<file path="src/rtl/morse_pkg.sv">
`default_nettype none
// ============================================================================
//  Module      : morse_pkg
//  Description : Shared types and constants for the Morse framing front end:
//                framer state encoding, pattern width and gap thresholds
//                (measured in Morse units / samples).
//  Revision    : 1.0 - initial release
// ============================================================================
package morse_pkg;

    typedef enum logic [1:0] {
        IDLE    = 2'd0,
        COLLECT = 2'd1,
        GAP     = 2'd2,
        DRAIN   = 2'd3
    } state_t;

    localparam int         CODE_W      = 24;
    localparam logic [2:0] LETTER_GAP  = 3'd3;
    localparam logic [2:0] WORD_GAP    = 3'd7;
    localparam logic [4:0] MAX_SAMPLES = 5'd24;

endpackage
`default_nettype wire

</file>
<file path="src/rtl/morse_unit_timer.sv">
`default_nettype none
// ============================================================================
//  Module      : morse_unit_timer
//  Description : Morse unit prescaler. A restart places the first tick half a
//                unit later so the key is sampled mid-unit; afterwards a tick
//                fires every UNIT_CYCLES while run_i is high. Holds when
//                run_i is low.
//  Ports       : clk, rst       - clock, async active-high reset
//                restart_i      - reload for a half-unit first period
//                run_i          - count enable
//                tick_o         - one-cycle sample strobe
//  Revision    : 1.0 - initial release
// ============================================================================
module morse_unit_timer #(
    parameter int UNIT_CYCLES = 3_000_000
) (
    input  logic clk,
    input  logic rst,
    input  logic restart_i,
    input  logic run_i,
    output logic tick_o
);

    localparam int             CNT_W     = $clog2(UNIT_CYCLES);
    localparam logic [CNT_W-1:0] HALF_LOAD = CNT_W'(UNIT_CYCLES / 2 - 1);
    localparam logic [CNT_W-1:0] FULL_LOAD = CNT_W'(UNIT_CYCLES - 1);

    logic [CNT_W-1:0] cnt_q, cnt_d;

    always_comb begin
        cnt_d = cnt_q;
        if (restart_i) begin
            cnt_d = HALF_LOAD;
        end else if (run_i) begin
            cnt_d = (cnt_q == '0) ? FULL_LOAD : cnt_q - CNT_W'(1);
        end
    end

    always_ff @(posedge clk or posedge rst) begin
        if (rst) begin
            cnt_q <= '0;
        end else begin
            cnt_q <= cnt_d;
        end
    end

    assign tick_o = run_i && (cnt_q == '0) && !restart_i;

endmodule
`default_nettype wire

</file>
<file path="src/rtl/morse_framer.sv">
`default_nettype none
// ============================================================================
//  Module      : morse_framer
//  Description : Samples a keyed Morse line once per unit and frames letters
//                into right-aligned element patterns (1 = tone, one trailing
//                0). A 3-unit silence strobes the letter, a 7-unit silence
//                strobes pattern 0 (space). Letters longer than CODE_W
//                samples are discarded with a one-cycle ovf_o pulse.
//  Ports       : clk, rst       - clock, async active-high reset
//                en_i           - synchronous enable
//                key_i          - raw asynchronous Morse line
//                code_o         - last framed pattern
//                code_vld_o     - one-cycle strobe for code_o
//                ovf_o          - one-cycle overflow pulse
//                busy_o         - framer not idle
//  Revision    : 1.0 - initial release
// ============================================================================
module morse_framer #(
    parameter int UNIT_CYCLES = 3_000_000,
    parameter int CODE_W      = morse_pkg::CODE_W,
    parameter int SYNC_STAGES = 2
) (
    input  logic              clk,
    input  logic              rst,
    input  logic              en_i,
    input  logic              key_i,
    output logic [CODE_W-1:0] code_o,
    output logic              code_vld_o,
    output logic              ovf_o,
    output logic              busy_o
);

    import morse_pkg::*;

    // ------------------------------------------------------------------
    // Key synchroniser. Flops reset high so a key already held down when
    // reset releases is not mistaken for the start of a new letter.
    // ------------------------------------------------------------------
    logic [SYNC_STAGES-1:0] sync_q;
    logic                   key_prev_q;
    logic                   key_s;
    logic                   rise;

    generate
        if (SYNC_STAGES == 1) begin : g_sync_one
            always_ff @(posedge clk or posedge rst) begin
                if (rst) sync_q <= '1;
                else     sync_q <= key_i;
            end
        end else begin : g_sync_multi
            always_ff @(posedge clk or posedge rst) begin
                if (rst) sync_q <= '1;
                else     sync_q <= {sync_q[SYNC_STAGES-2:0], key_i};
            end
        end
    endgenerate

    always_ff @(posedge clk or posedge rst) begin
        if (rst) key_prev_q <= 1'b1;
        else     key_prev_q <= key_s;
    end

    assign key_s = sync_q[SYNC_STAGES-1];
    assign rise  = key_s && !key_prev_q;

    // ------------------------------------------------------------------
    // Unit timer: restarted on the edge that opens a letter, runs while
    // the framer is active.
    // ------------------------------------------------------------------
    state_t state_q, state_d;
    logic   tick;

    morse_unit_timer #(
        .UNIT_CYCLES (UNIT_CYCLES)
    ) u_timer (
        .clk       (clk),
        .rst       (rst),
        .restart_i (state_q == IDLE && rise),
        .run_i     (state_q != IDLE),
        .tick_o    (tick)
    );

    // ------------------------------------------------------------------
    // Framing FSM
    // ------------------------------------------------------------------
    logic [CODE_W-1:0] sh_q, sh_d, sh_n;
    logic [4:0]        nbits_q, nbits_d, nbits_n;
    logic [2:0]        zrun_q, zrun_d, zrun_n;
    logic [CODE_W-1:0] code_q, code_d;
    logic              vld_q, vld_d;
    logic              ovf_q, ovf_d;

    always_comb begin
        state_d = state_q;
        sh_d    = sh_q;
        nbits_d = nbits_q;
        zrun_d  = zrun_q;
        code_d  = code_q;
        vld_d   = 1'b0;
        ovf_d   = 1'b0;
        sh_n    = {sh_q[CODE_W-2:0], key_s};
        nbits_n = nbits_q + 5'd1;
        zrun_n  = key_s ? 3'd0 : zrun_q + 3'd1;

        if (!en_i) begin
            state_d = IDLE;
        end else begin
            case (state_q)
                IDLE: begin
                    if (rise) begin
                        sh_d    = '0;
                        nbits_d = 5'd0;
                        zrun_d  = 3'd0;
                        state_d = COLLECT;
                    end
                end
                COLLECT: begin
                    if (tick) begin
                        sh_d    = sh_n;
                        nbits_d = nbits_n;
                        zrun_d  = zrun_n;
                        if (zrun_n == LETTER_GAP) begin
                            // Drop two of the three gap zeros, keep one as
                            // the letter terminator.
                            code_d  = sh_n >> 2;
                            vld_d   = 1'b1;
                            state_d = GAP;
                        end else if (nbits_n == MAX_SAMPLES) begin
                            ovf_d   = 1'b1;
                            state_d = DRAIN;
                        end
                    end
                end
                GAP: begin
                    if (tick) begin
                        if (key_s) begin
                            // Tone during a gap opens the next letter; this
                            // sample is its first element unit.
                            sh_d    = {{(CODE_W-1){1'b0}}, 1'b1};
                            nbits_d = 5'd1;
                            zrun_d  = 3'd0;
                            state_d = COLLECT;
                        end else begin
                            zrun_d = zrun_n;
                            if (zrun_n == WORD_GAP) begin
                                code_d  = '0;
                                vld_d   = 1'b1;
                                state_d = IDLE;
                            end
                        end
                    end
                end
                DRAIN: begin
                    if (tick) begin
                        zrun_d = zrun_n;
                        if (zrun_n == LETTER_GAP) begin
                            state_d = IDLE;
                        end
                    end
                end
                default: state_d = IDLE;
            endcase
        end
    end

    always_ff @(posedge clk or posedge rst) begin
        if (rst) begin
            state_q <= IDLE;
            sh_q    <= '0;
            nbits_q <= 5'd0;
            zrun_q  <= 3'd0;
            code_q  <= '0;
            vld_q   <= 1'b0;
            ovf_q   <= 1'b0;
        end else begin
            state_q <= state_d;
            sh_q    <= sh_d;
            nbits_q <= nbits_d;
            zrun_q  <= zrun_d;
            code_q  <= code_d;
            vld_q   <= vld_d;
            ovf_q   <= ovf_d;
        end
    end

    assign code_o     = code_q;
    assign code_vld_o = vld_q;
    assign ovf_o      = ovf_q;
    assign busy_o     = (state_q != IDLE);

endmodule
`default_nettype wire

</file>
<file path="config.mk">
export PLATFORM = sky130hd
export DESIGN_NAME = morse_framer
export DESIGN_NICKNAME = d
export VERILOG_FILES = /design/src/rtl/morse_pkg.sv /design/src/rtl/morse_unit_timer.sv /design/src/rtl/morse_framer.sv
export SDC_FILE = /design/constraint.sdc
export NUM_CORES = 1
export LEC_CHECK = 0
export ABC_AREA = 1
export BUFFER_PORTS_ARGS = -buffer_cell sky130_fd_sc_hd__buf_2
export CORE_UTILIZATION = 35
export CTS_BUF_LIST = sky130_fd_sc_hd__clkbuf_8 sky130_fd_sc_hd__clkbuf_16
export DETAILED_ROUTE_END_ITERATION = 7
export GPL_TIMING_DRIVEN = 0
export SETUP_SLACK_MARGIN = 0.3
export SLEW_MARGIN = 20
export SYNTH_ARGS = -nofsm -noshare
export SYNTH_HDL_FRONTEND = slang
export SYNTH_SLANG_ARGS = --single-unit
</file>
<file path="constraint.sdc">
create_clock -name clk -period 5.5 [get_ports clk]
set_input_delay 0.825 -clock clk [delete_from_list [all_inputs] [get_ports clk]]
set_output_delay 0.825 -clock clk [all_outputs]
set_load 0.02 [all_outputs]
</file>
==> impl_metrics.json <==
{
  "status": "complete, no violations",
  "place.detailed.hpwl_um": 6510,
  "drv_slew": 0,
  "io_buffers": 28,
  "fin_nets": 572,
  "drt-total-wl_um": 9200,
  "drive_gt1_share_pct": 21.5,
  "post_cts_buffers": 0,
  "whs_ns": 0.357,
  "initial_core_util_pct": 35.9,
  "fin_cells": 711,
  "vias": 3484,
  "yosys_register_bits": 82,
  "switching_share_pct": 40.4,
  "fin_crit_sh_pct": 51.5,
  "yosysUniqueCellTypes": 37,
  "ant_nets": 0,
  "core-area_um2": 12000,
  "worst_setup_path_start_kind": "register",
  "crit-reg2reg-launch": "state_q[0]$_DFFE_PP0P_",
  "dpl.cell_count": 695,
  "dr.first_iter.drc_count": 313,
  "place.gp.congestion": 0.780,
  "grt.total_usage_pct": 15.6,
  "max_slew_margin_pct": 62.0,
  "worst_path_largest_cell_delay_ns": 0.41,
  "r2r.worst_path.cells": 8,
  "clk_path_buf_depth": 2,
  "syn_to_final_growth_pct": 14.7,
  "finalCriticalPeriod_ns": 2.83,
  "diodes": 0,
  "cts.sink_count": 82,
  "pre_cts_slack_ns": 3.03,
  "p_per_area_nw_per_um2": 394,
  "path_max_fanout": 10,
  "critPathSlowestCell": "buf_1",
  "p_clk_share_pct": 28.8,
  "ios": 31,
  "critPathKind": "register to primary output",
  "crit_path_cell_trace": "inv_1 -> ha_1 -> inv_2 -> buf_1 -> buf_2",
  "fp.dieW_um": 113,
  "hold_class": "register to register",
  "setup-tns-final_ns": 0,
  "die_height_um": 113,
  "endpoint_kind": "primary output",
  "fin_util_pct": 41.2,
  "netlist.area_leader.share_pct": 46.0,
  "fmax_mhz": 353,
  "r2r_end": "u_timer.cnt_q[18]$_DFFE_PP0P_",
  "cts_tree": "yes",
  "internal-power_mw": 1.16,
  "cts_buffers": 9,
  "cts-root-buf": "clkbuf_16",
  "synthTopCellsByArea": "dfrtp_1, nand2_1, inv_1, o21ai_2, nand2_2",
  "post_drt_wl_per_cell_um": 12.9,
  "rsz0062_at_grt": "false",
  "grt_overflow": 0,
  "p_switching_uw": 782,
  "fp.dieArea_um2": 12700,
  "synth_cells": 518,
  "p_comb_share_pct": 35.1,
  "ir_drop_mv": 0.166,
  "cp_data_required_time_ns": 4.68,
  "skew_ns": 0.00671,
  "final_hold_viol_count": 0,
  "setup_ws_ns": 2.67,
  "pwr-share-seq_pct": 36.1,
  "synth_area_per_cell_um2": 8.29,
  "syn_area_um2": 4290,
  "worst_pin_slew_ns": 0.570,
  "grt_pass1_vias": 3224,
  "finalSetupViolations": 0,
  "grt_max_degree": 54,
  "cts_resized": 0,
  "vias_per_cell": 4.90,
  "r2r_slack_ns": 3.03,
  "htreeDepth": 3,
  "antenna_found_initial": 0,
  "crit_end": "busy_o",
  "seq_area_frac_synth_pct": 47.9,
  "hold_buffers": 0,
  "clk_latency_ns": 0.34,
  "ys_warn_count": 0,
  "synth_top_area_cell": "dfrtp_1",
  "cap_violations": 0,
  "drc_errors": 0,
  "rows": 40,
  "arrival_ns": 2.01,
  "dr.pass1.iters": 7,
  "grt_first_pass_wirelength_um": 15600,
  "path_clk_slew_ns": 0.06,
  "p_leak_nw": 2.34,
  "startpoint": "state_q[0]$_DFFE_PP0P_"
}
==> power by group through the flow <==
stage	combinational, mW	sequential, mW	clock (mW)
finish	0.681	0.700	0.558
global route	0.767	0.704	0.601
CTS	0.690	0.698	0.573
detailed placement	0.687	0.709	0
global placement	0.668	0.707	0
floorplan	0.514	0.704	0
==> registers in the layout (all words and copies together), names as in the netlist, 2 cells and up <==
register,cells
nbits_q,5
state_q,2
sync_q,2
u_timer.cnt_q,22
zrun_q,3
sh_q,23
code_o,22
==> layout make-up <==
| class | count | area (um^2) |
|---|---|---|
| fill | 1202 | 7040 |
| sequential | 82 | 2060 |
| multi-input combinational | 363 | 1910 |
| clock buffer | 9 | 225 |
| inverter | 53 | 201 |
| tap | 147 | 184 |
| timing repair buffer | 29 | 168 |
| buffer | 21 | 131 |
| clock inverter | 7 | 46.3 |
==> per-stage QoR <==
step | total power, mW | cell area, um^2
2_1_floorplan | 1.22 | 4300
3_3_place_gp | 1.38 | 4620
3_5_place_dp | 1.40 | 4650
4_1_cts | 1.96 | 4920
5_1_grt | 2.07 | 4920
6_report | 1.94 | 4920
==> cells by family after synthesis <==
family                     Yosys count  synth area share [%]
adders and majority gates            9                  2.62
xor gates and xnor gates            12                  2.45
DFF                                 82                  47.9
buffers and inverters               74                  7.69
other                                1                0.0873
AOI/OAI and AO/OA                   85                  12.3
and+or+nand+nor                    255                  27.0
==> cells in the mapped netlist (all sizes together) <==
master,number
xor2,11
nor4,2
o211ai,3
o21ai,70
nor2,38
clkinv,1
dfstp,3
buf,14
nand3b,1
nand4,8
nand2,176
a21oi,5
dfrtp,79
xnor2,1
nand3,27
o31ai,1
inv,52
o221ai,2
clkbuf,7
nor3,2
or2,1
o22ai,3
conb,1
ha,9
a211oi,1
==> cell usage in the layout (no fill, tap or decap), types with 9 or more instances in the layout <==
cell,Yosys,final
nand2_1,153,153
dfrtp_1,79,79
inv_1,49,49
buf_2,6,34
nor2_1,28,28
nand3_1,26,26
o21ai_1,26,26
nand2_2,23,23
o21ai_0,23,23
o21ai_2,21,21
xor2_1,11,11
ha_1,9,9
clkbuf_16,0,9
==> worst min-delay path by stage <==
stage	endpoint	depth (start not counted)	from
final	sync_q[1]$_DFF_PP1_	0	sync_q[0]$_DFF_PP1_
after global routing	sync_q[1]$_DFF_PP1_	0	sync_q[0]$_DFF_PP1_
after CTS	sync_q[1]$_DFF_PP1_	0	sync_q[0]$_DFF_PP1_
after detailed placement	sync_q[1]$_DFF_PP1_	0	sync_q[0]$_DFF_PP1_
after global placement	sync_q[1]$_DFF_PP1_	0	sync_q[0]$_DFF_PP1_
after floorplan	sync_q[1]$_DFF_PP1_	0	sync_q[0]$_DFF_PP1_
==> critical path: cells and delay by family (launching register included) <==
kind                       cells  cell delay, ns
buffers and inverters          4            0.96
DFF                            1            0.39
adders and majority gates      1            0.32
==> routing by layer <==
metal,vias up,global-route usage (%),share of wire (%)
met4,0,6.76,1.7
li1,1747,-,-
met5,-,0,0
met1,1659,21.2,48
met3,14,2.41,3.1
met2,64,24.7,47
Note: power is estimated with default switching activity, not from simulation.
